[src/rtl/alu_arbiter.sv]
// ---------------------------------------------------------------------------
// alu_arbiter
//
// Purpose:
//   Sequencer and two-port round-robin arbiter in front of a shared 8-bit ALU.
//   Two clients issue 16-bit operations. The block grants one request at a
//   time and runs add/sub/and/or as a low-byte pass followed by a high-byte
//   pass. A signed less-than runs as a multi-step byte compare. Each
//   completion returns a registered 16-bit result, flags and a one-cycle done
//   pulse to the client that owns the operation.
//
// Ports:
//   i_clock               single clock, all state changes on posedge
//   i_reset_n             asynchronous active-low reset
//   i_req0/i_req1         request level per client, held until done
//   i_op0/i_op1           opcode per client (AC_* codes)
//   i_a0/i_b0/i_a1/i_b1   16-bit operands per client
//   o_done0/o_done1       one-cycle completion pulse to the owning client
//   o_result              result of the last completed operation
//   o_zero/o_carry        flags of the last completed operation
//   o_compare             less-than outcome of the last completed operation
//   o_owner               client index that owns o_result
//   o_busy                high whenever the sequencer is not idle
//   o_alu_cs/o_alu_a/o_alu_b/o_alu_cin   drive to the shared ALU
//   i_alu_s/i_alu_zero/i_alu_cout        ALU result and flags
// ---------------------------------------------------------------------------
module alu_arbiter #(
  parameter logic [2:0] AC_AD = 3'd0,
  parameter logic [2:0] AC_SB = 3'd1,
  parameter logic [2:0] AC_AN = 3'd2,
  parameter logic [2:0] AC_OR = 3'd3,
  parameter logic [2:0] AC_LS = 3'd4
) (
  input  logic        i_clock,
  input  logic        i_reset_n,
  input  logic        i_req0,
  input  logic        i_req1,
  input  logic [2:0]  i_op0,
  input  logic [2:0]  i_op1,
  input  logic [15:0] i_a0,
  input  logic [15:0] i_b0,
  input  logic [15:0] i_a1,
  input  logic [15:0] i_b1,
  output logic        o_done0,
  output logic        o_done1,
  output logic [15:0] o_result,
  output logic        o_zero,
  output logic        o_carry,
  output logic        o_compare,
  output logic        o_owner,
  output logic        o_busy,
  output logic [2:0]  o_alu_cs,
  output logic [7:0]  o_alu_a,
  output logic [7:0]  o_alu_b,
  output logic        o_alu_cin,
  input  logic [7:0]  i_alu_s,
  input  logic        i_alu_zero,
  input  logic        i_alu_cout
);

  typedef enum logic [2:0] {
    S_IDLE = 3'd0,
    S_LO   = 3'd1,
    S_HI   = 3'd2,
    S_LSH  = 3'd3,
    S_LSHR = 3'd4,
    S_LSL  = 3'd5,
    S_DONE = 3'd6
  } state_t;

  // Any code outside the supported set runs as AND.
  function automatic logic [2:0] map_op(input logic [2:0] op);
    if (op == AC_AD || op == AC_SB || op == AC_OR || op == AC_LS) begin
      return op;
    end
    return AC_AN;
  endfunction

  state_t      r_state;
  state_t      w_state_next;

  // Latched request
  logic        r_last;
  logic        r_own;
  logic [2:0]  r_op;
  logic [15:0] r_a;
  logic [15:0] r_b;

  // Staging between the low and high byte passes
  logic [7:0]  r_res_lo;
  logic        r_zero_lo;
  logic        r_carry_stg;

  // Visible completion registers
  logic [15:0] r_result;
  logic        r_zero;
  logic        r_carry;
  logic        r_compare;
  logic        r_owner;

  // Combinational decode
  logic        w_grant;
  logic        w_gidx;
  logic [2:0]  w_gop;
  logic        w_ls_fin;
  logic        w_cmp;
  logic [2:0]  w_alu_cs;
  logic [7:0]  w_alu_a;
  logic [7:0]  w_alu_b;
  logic        w_alu_cin;

  // State register
  always_ff @(posedge i_clock or negedge i_reset_n) begin
    if (!i_reset_n) begin
      r_state <= S_IDLE;
    end else begin
      r_state <= w_state_next;
    end
  end

  // Next state, grant decision and ALU drive
  always_comb begin
    w_state_next = r_state;
    w_grant      = 1'b0;
    w_gidx       = 1'b0;
    w_gop        = AC_AN;
    w_ls_fin     = 1'b0;
    w_cmp        = 1'b0;
    w_alu_cs     = AC_AN;
    w_alu_a      = 8'h00;
    w_alu_b      = 8'h00;
    w_alu_cin    = 1'b0;

    case (r_state)
      S_IDLE: begin
        if (i_req0 || i_req1) begin
          w_grant = 1'b1;
          // Contention goes to the client that was not served last.
          if (i_req0 && i_req1) begin
            w_gidx = ~r_last;
          end else begin
            w_gidx = i_req1;
          end
          w_gop = map_op(w_gidx ? i_op1 : i_op0);
          w_state_next = (w_gop == AC_LS) ? S_LSH : S_LO;
        end
      end

      S_LO: begin
        w_alu_cs     = r_op;
        w_alu_a      = r_a[7:0];
        w_alu_b      = r_b[7:0];
        w_state_next = S_HI;
      end

      S_HI: begin
        w_alu_cs     = r_op;
        w_alu_a      = r_a[15:8];
        w_alu_b      = r_b[15:8];
        w_alu_cin    = r_carry_stg;
        w_state_next = S_DONE;
      end

      S_LSH: begin
        w_alu_cs = AC_LS;
        w_alu_a  = r_a[15:8];
        w_alu_b  = r_b[15:8];
        if (r_a[15] ^ r_b[15]) begin
          // Signs differ: the negative operand is the smaller one.
          w_ls_fin     = 1'b1;
          w_cmp        = r_a[15];
          w_state_next = S_DONE;
        end else if (i_alu_s[0]) begin
          w_ls_fin     = 1'b1;
          w_cmp        = 1'b1;
          w_state_next = S_DONE;
        end else begin
          w_state_next = S_LSHR;
        end
      end

      S_LSHR: begin
        // Reverse compare of the high bytes separates "greater" from "equal".
        w_alu_cs = AC_LS;
        w_alu_a  = r_b[15:8];
        w_alu_b  = r_a[15:8];
        if (i_alu_s[0]) begin
          w_ls_fin     = 1'b1;
          w_cmp        = 1'b0;
          w_state_next = S_DONE;
        end else begin
          w_state_next = S_LSL;
        end
      end

      S_LSL: begin
        w_alu_cs     = AC_LS;
        w_alu_a      = r_a[7:0];
        w_alu_b      = r_b[7:0];
        w_ls_fin     = 1'b1;
        w_cmp        = i_alu_s[0];
        w_state_next = S_DONE;
      end

      S_DONE: begin
        w_state_next = S_IDLE;
      end

      default: begin
        w_state_next = S_IDLE;
      end
    endcase
  end

  // Request latch, byte staging and completion registers
  always_ff @(posedge i_clock or negedge i_reset_n) begin
    if (!i_reset_n) begin
      r_last      <= 1'b1;
      r_own       <= 1'b0;
      r_op        <= AC_AN;
      r_a         <= 16'h0000;
      r_b         <= 16'h0000;
      r_res_lo    <= 8'h00;
      r_zero_lo   <= 1'b0;
      r_carry_stg <= 1'b0;
      r_result    <= 16'h0000;
      r_zero      <= 1'b0;
      r_carry     <= 1'b0;
      r_compare   <= 1'b0;
      r_owner     <= 1'b0;
    end else begin
      if (w_grant) begin
        r_last <= w_gidx;
        r_own  <= w_gidx;
        r_op   <= w_gop;
        r_a    <= w_gidx ? i_a1 : i_a0;
        r_b    <= w_gidx ? i_b1 : i_b0;
      end

      if (r_state == S_LO) begin
        r_res_lo    <= i_alu_s;
        r_zero_lo   <= i_alu_zero;
        r_carry_stg <= i_alu_cout;
      end

      // The visible result only changes on entry to DONE, so a client never
      // sees a half-written value.
      if (r_state == S_HI) begin
        r_result  <= {i_alu_s, r_res_lo};
        r_zero    <= r_zero_lo & i_alu_zero;
        r_carry   <= i_alu_cout;
        r_compare <= 1'b0;
        r_owner   <= r_own;
      end

      if (w_ls_fin) begin
        r_result  <= {15'b0, w_cmp};
        r_zero    <= 1'b0;
        r_carry   <= 1'b0;
        r_compare <= w_cmp;
        r_owner   <= r_own;
      end
    end
  end

  assign o_done0   = (r_state == S_DONE) && !r_own;
  assign o_done1   = (r_state == S_DONE) &&  r_own;
  assign o_busy    = (r_state != S_IDLE);
  assign o_result  = r_result;
  assign o_zero    = r_zero;
  assign o_carry   = r_carry;
  assign o_compare = r_compare;
  assign o_owner   = r_owner;
  assign o_alu_cs  = w_alu_cs;
  assign o_alu_a   = w_alu_a;
  assign o_alu_b   = w_alu_b;
  assign o_alu_cin = w_alu_cin;

endmodule

[config.mk]
export PLATFORM = sky130hd
export DESIGN_NAME = alu_arbiter
export DESIGN_NICKNAME = d
export VERILOG_FILES = /design/src/rtl/alu_arbiter.sv
export SDC_FILE = /design/constraint.sdc
export NUM_CORES = 1
export LEC_CHECK = 0
export ABC_AREA = 0
export CAP_MARGIN = 20
export CORE_MARGIN = 8
export CORE_UTILIZATION = 45
export DETAILED_ROUTE_END_ITERATION = 7
export PLACE_DENSITY_LB_ADDON = 0.05
export SLEW_MARGIN = 20
export SYNTH_ARGS = -nofsm -noshare
export SYNTH_HDL_FRONTEND = slang
export SYNTH_SLANG_ARGS = --single-unit
export TNS_END_PERCENT = 5
[constraint.sdc]
create_clock -name i_clock -period 1.9 [get_ports i_clock]
set_input_delay 0.57 -clock i_clock [delete_from_list [all_inputs] [get_ports i_clock]]
set_output_delay 0.57 -clock i_clock [all_outputs]
set_load 0.02 [all_outputs]
==> impl_metrics.json <==
{
  "power_mw": 9.001,
  "hold_viol_final": 0,
  "ant_nets": 0,
  "fmax_ghz": 0.4761,
  "cts_htree_levels": 3,
  "failed_checks": "setup timing",
  "worst_slack_ns": -0.2005,
  "die_area_mm2": 0.01096,
  "yosys.area_share.xor_xnor_pct": 0.2473,
  "crit_required_ns": 1.33,
  "cts.sinks": 70,
  "ys_seq_area_share_pct": 49.54,
  "synth-seq-cells": 70,
  "power.density_mw_per_mm2": 1645,
  "setup_viol": 23,
  "synthesis.area_mm2": 0.003541,
  "dp.cells": 608,
  "synth_fa_ha_area_share_pct": 0,
  "fin_skew_ns": 0.009451,
  "clock_path_buffers": 2,
  "grtUsageTotal_pct": 18.57,
  "start_kind": "register",
  "place_ws_ns": -0.3338,
  "synth_top_family_by_area": "compound AO/OA/AOI/OAI gates",
  "rows": 32,
  "min_period_ns": 2.100,
  "fillers": 614,
  "start_util_pct": 46.06,
  "wl_um": 10140,
  "cp_slowest_cell": "dfrtp_1",
  "cts_tree": "yes",
  "cts_hold_buf": 0,
  "crit_path_end_kind": "primary output",
  "cp_common_cell": "buf_4",
  "firstDrtPassIters": 4,
  "yosys.area_share.simple_pct": 13.99,
  "synth_cell_types": 45,
  "via_per_inst": 5.173,
  "slew_violations": 0,
  "grt_max_degree": 71,
  "fin_crit_sh_pct": 110.6,
  "worst_slew_pin_slew_ns": 0.3708,
  "cts_made_buffers": 9,
  "rsz0062_at_grt": "true",
  "synth_compound_area_share_pct": 18.23,
  "area_delta_synth_final_pct": 54.49,
  "syn_area_per_cell_um2": 9.675,
  "drive_gt1_share_pct": 23.09,
  "critPathTopFamily": "buffers and inverters",
  "num-nets-final": 603,
  "die_w_um": 104.7,
  "syn_inst": 366,
  "overflow": 0,
  "die_h_um": 104.7,
  "synthMuxAreaShare_pct": 12.65,
  "drc_errors": 0,
  "wire_per_inst_um": 16.20,
  "clock_latency_ns": 0.34,
  "cts.root.buffer_cell": "clkbuf_8",
  "status": "finished, violations left",
  "vdd_ir_drop_max_mv": 0.8262,
  "yosysWarnings": 0,
  "syn_nets": 450,
  "crit_chain": "buf_6, buf_4, buf_4, nor3_4, inv_1, buf_2",
  "gp_congestion": 0.8814,
  "slowest_delay_ns": 0.41,
  "antenna_found_initial": 0,
  "grt_pass1_wl_um": 16750,
  "drtIter0Drc": 118,
  "drv_cap": 0,
  "grt_pass1_vias": 3462,
  "vias": 3238,
  "hpwl_um": 7574,
  "ios": 127,
  "path_buf_inv": 5,
  "cp.arrival_ns": 1.53,
  "slew_headroom_pct": 75.28,
  "coreArea_mm2": 0.007687,
  "port_buffers": 126,
  "path_max_fanout": 6,
  "p_leak_nw": 2.597,
  "instances_no_fill": 626,
  "critPathKind": "register to primary output",
  "hold_path.class": "input port to async pin",
  "path_clk_slew_ns": 0.08,
  "worst_hold_slack_ns": 0.2308,
  "n_antenna_cell": 0
}
-- kinds of logic (layout without fill, tap and decap cells) --
logic type	Yosys count	count (layout)
XOR/XNOR	1	1
AND/OR/NAND/NOR	112	112
multiplexers	43	43
AO/OA/AOI/OAI	109	109
flip-flops	70	70
buffers and inverters	31	189
-- through the flow --
stage | setup TNS, ns | area, um2 | util, %
final | -3.537 | 5470 | 71.16
after detailed placement | -10.90 | 5126 | 66.68
after CTS | -3.712 | 5398 | 70.21
after floorplan | -0.6410 | 3547 | -
after global placement | -9.427 | 5126 | 66.68
after global routing | -5.069 | 5470 | 71.16
-- repair_timing --
item | 4_1_cts | 5_1_grt
gates resized for setup | 161 | 25
endpoints found under the hold margin | 0 | 0
pin swaps | 4 | 4
buffers inserted | 1 | 0
cloned | 1 | 0
setup endpoints to repair | 32 | 34
-- layer usage --
metal / routed length, um / global-route usage (%) / vias to the layer above
met2: 5100 / 30.74 / 117
met3: 841 / 6.634 / 12
met4: 174 / 7.441 / 0
li1: - / - / 1587
met5: 0 / 0 / -
met1: 4027 / 21.51 / 1522
-- cell usage in the layout, fill, tap and decap left out, drive strengths merged, types with 4 or more instances in the layout --
cell | netlist | layout
nand2 | 90 | 90
clkdlybuf4s50 | 0 | 82
dfrtp | 68 | 68
buf | 21 | 66
o21ai | 56 | 56
mux2i | 32 | 32
a21oi | 20 | 20
a22oi | 16 | 16
dlymetal6s2s | 0 | 11
mux2 | 11 | 11
clkbuf | 5 | 9
dlygate4sd2 | 0 | 9
inv | 5 | 7
nand3 | 4 | 4
nor2 | 4 | 4
-- sequential cells by signal, summed over array words and instances, names as in the netlist --
register,flops
r_last,1
r_state,3
r_carry_stg,1
r_zero_lo,1
o_carry,1
r_a,16
o_compare,1
r_b,16
r_op,3
o_zero,1
r_res_lo,8
r_own,1
o_owner,1
o_result,16
-- layout make-up --
cell class                 count  area, um2  area share (%)
sequential                    70       1754           32.07
inverter                       5      18.77          0.3431
tap                          102      127.6           2.333
timing repair buffer         168       1637           29.92
clock buffer                   9      123.9           2.264
clock inverter                 7      106.4           1.944
multi-input combinational    265       1703           31.13
-- path summary, 6_finish.rpt --
| path | to | slack [ns] | start | cells after the start |
|---|---|---|---|---|
| setup reg to reg | r_b[1]$_DFFE_PN0P_ | 0.19 | r_state[2]$_DFFE_PN0P_ | 9 |
| max in group asynchronous | r_op[1]$_DFFE_PN1P_ | 1.32 | i_reset_n | 2 |
| hold / removal | o_owner$_DFFE_PN0P_ | 0.23 | i_reset_n | 2 |
| min in group i_clock | r_carry_stg$_DFFE_PN0P_ | 0.49 | r_carry_stg$_DFFE_PN0P_ | 1 |
| setup / recovery | o_busy | -0.20 | r_state[2]$_DFFE_PN0P_ | 6 |
| hold reg to reg | r_carry_stg$_DFFE_PN0P_ | 0.49 | r_carry_stg$_DFFE_PN0P_ | 1 |
-- report_power, final --
group          internal [mW]  switching [mW]  total (mW)
Clock                  0.759           0.601        1.36
Sequential              2.19           0.485        2.67
Combinational           2.28            2.68        4.97
-- synthesized netlist by cell type, drive strengths merged --
cell type	number	share of area (%)
o21a	2	0.42
a211oi	3	0.64
nor4b	1	0.25
inv	5	0.53
xor2	1	0.25
dfrtp	68	48
and3	2	0.35
a21oi	20	2.8
mux2	11	3.6
nor3	2	0.60
o22ai	2	0.35
a2bb2oi	1	0.25
o2111ai	1	0.42
nor2	4	0.57
nor4	1	0.18
a21boi	1	0.32
dfstp	2	1.5
nand2	90	9.7
mux2i	32	9.0
nand3	4	0.71
a21o	1	0.21
nand2b	2	0.35
nor2b	2	0.35
and2	1	0.18
buf	21	4.3
a22oi	16	3.4
clkbuf	5	0.53
a22o	1	0.25
nor3b	3	0.78
o21ai	56	8.0
o31a	1	0.25
o211ai	1	0.35
a31oi	3	0.53
Power figures use the tool's default switching activity.
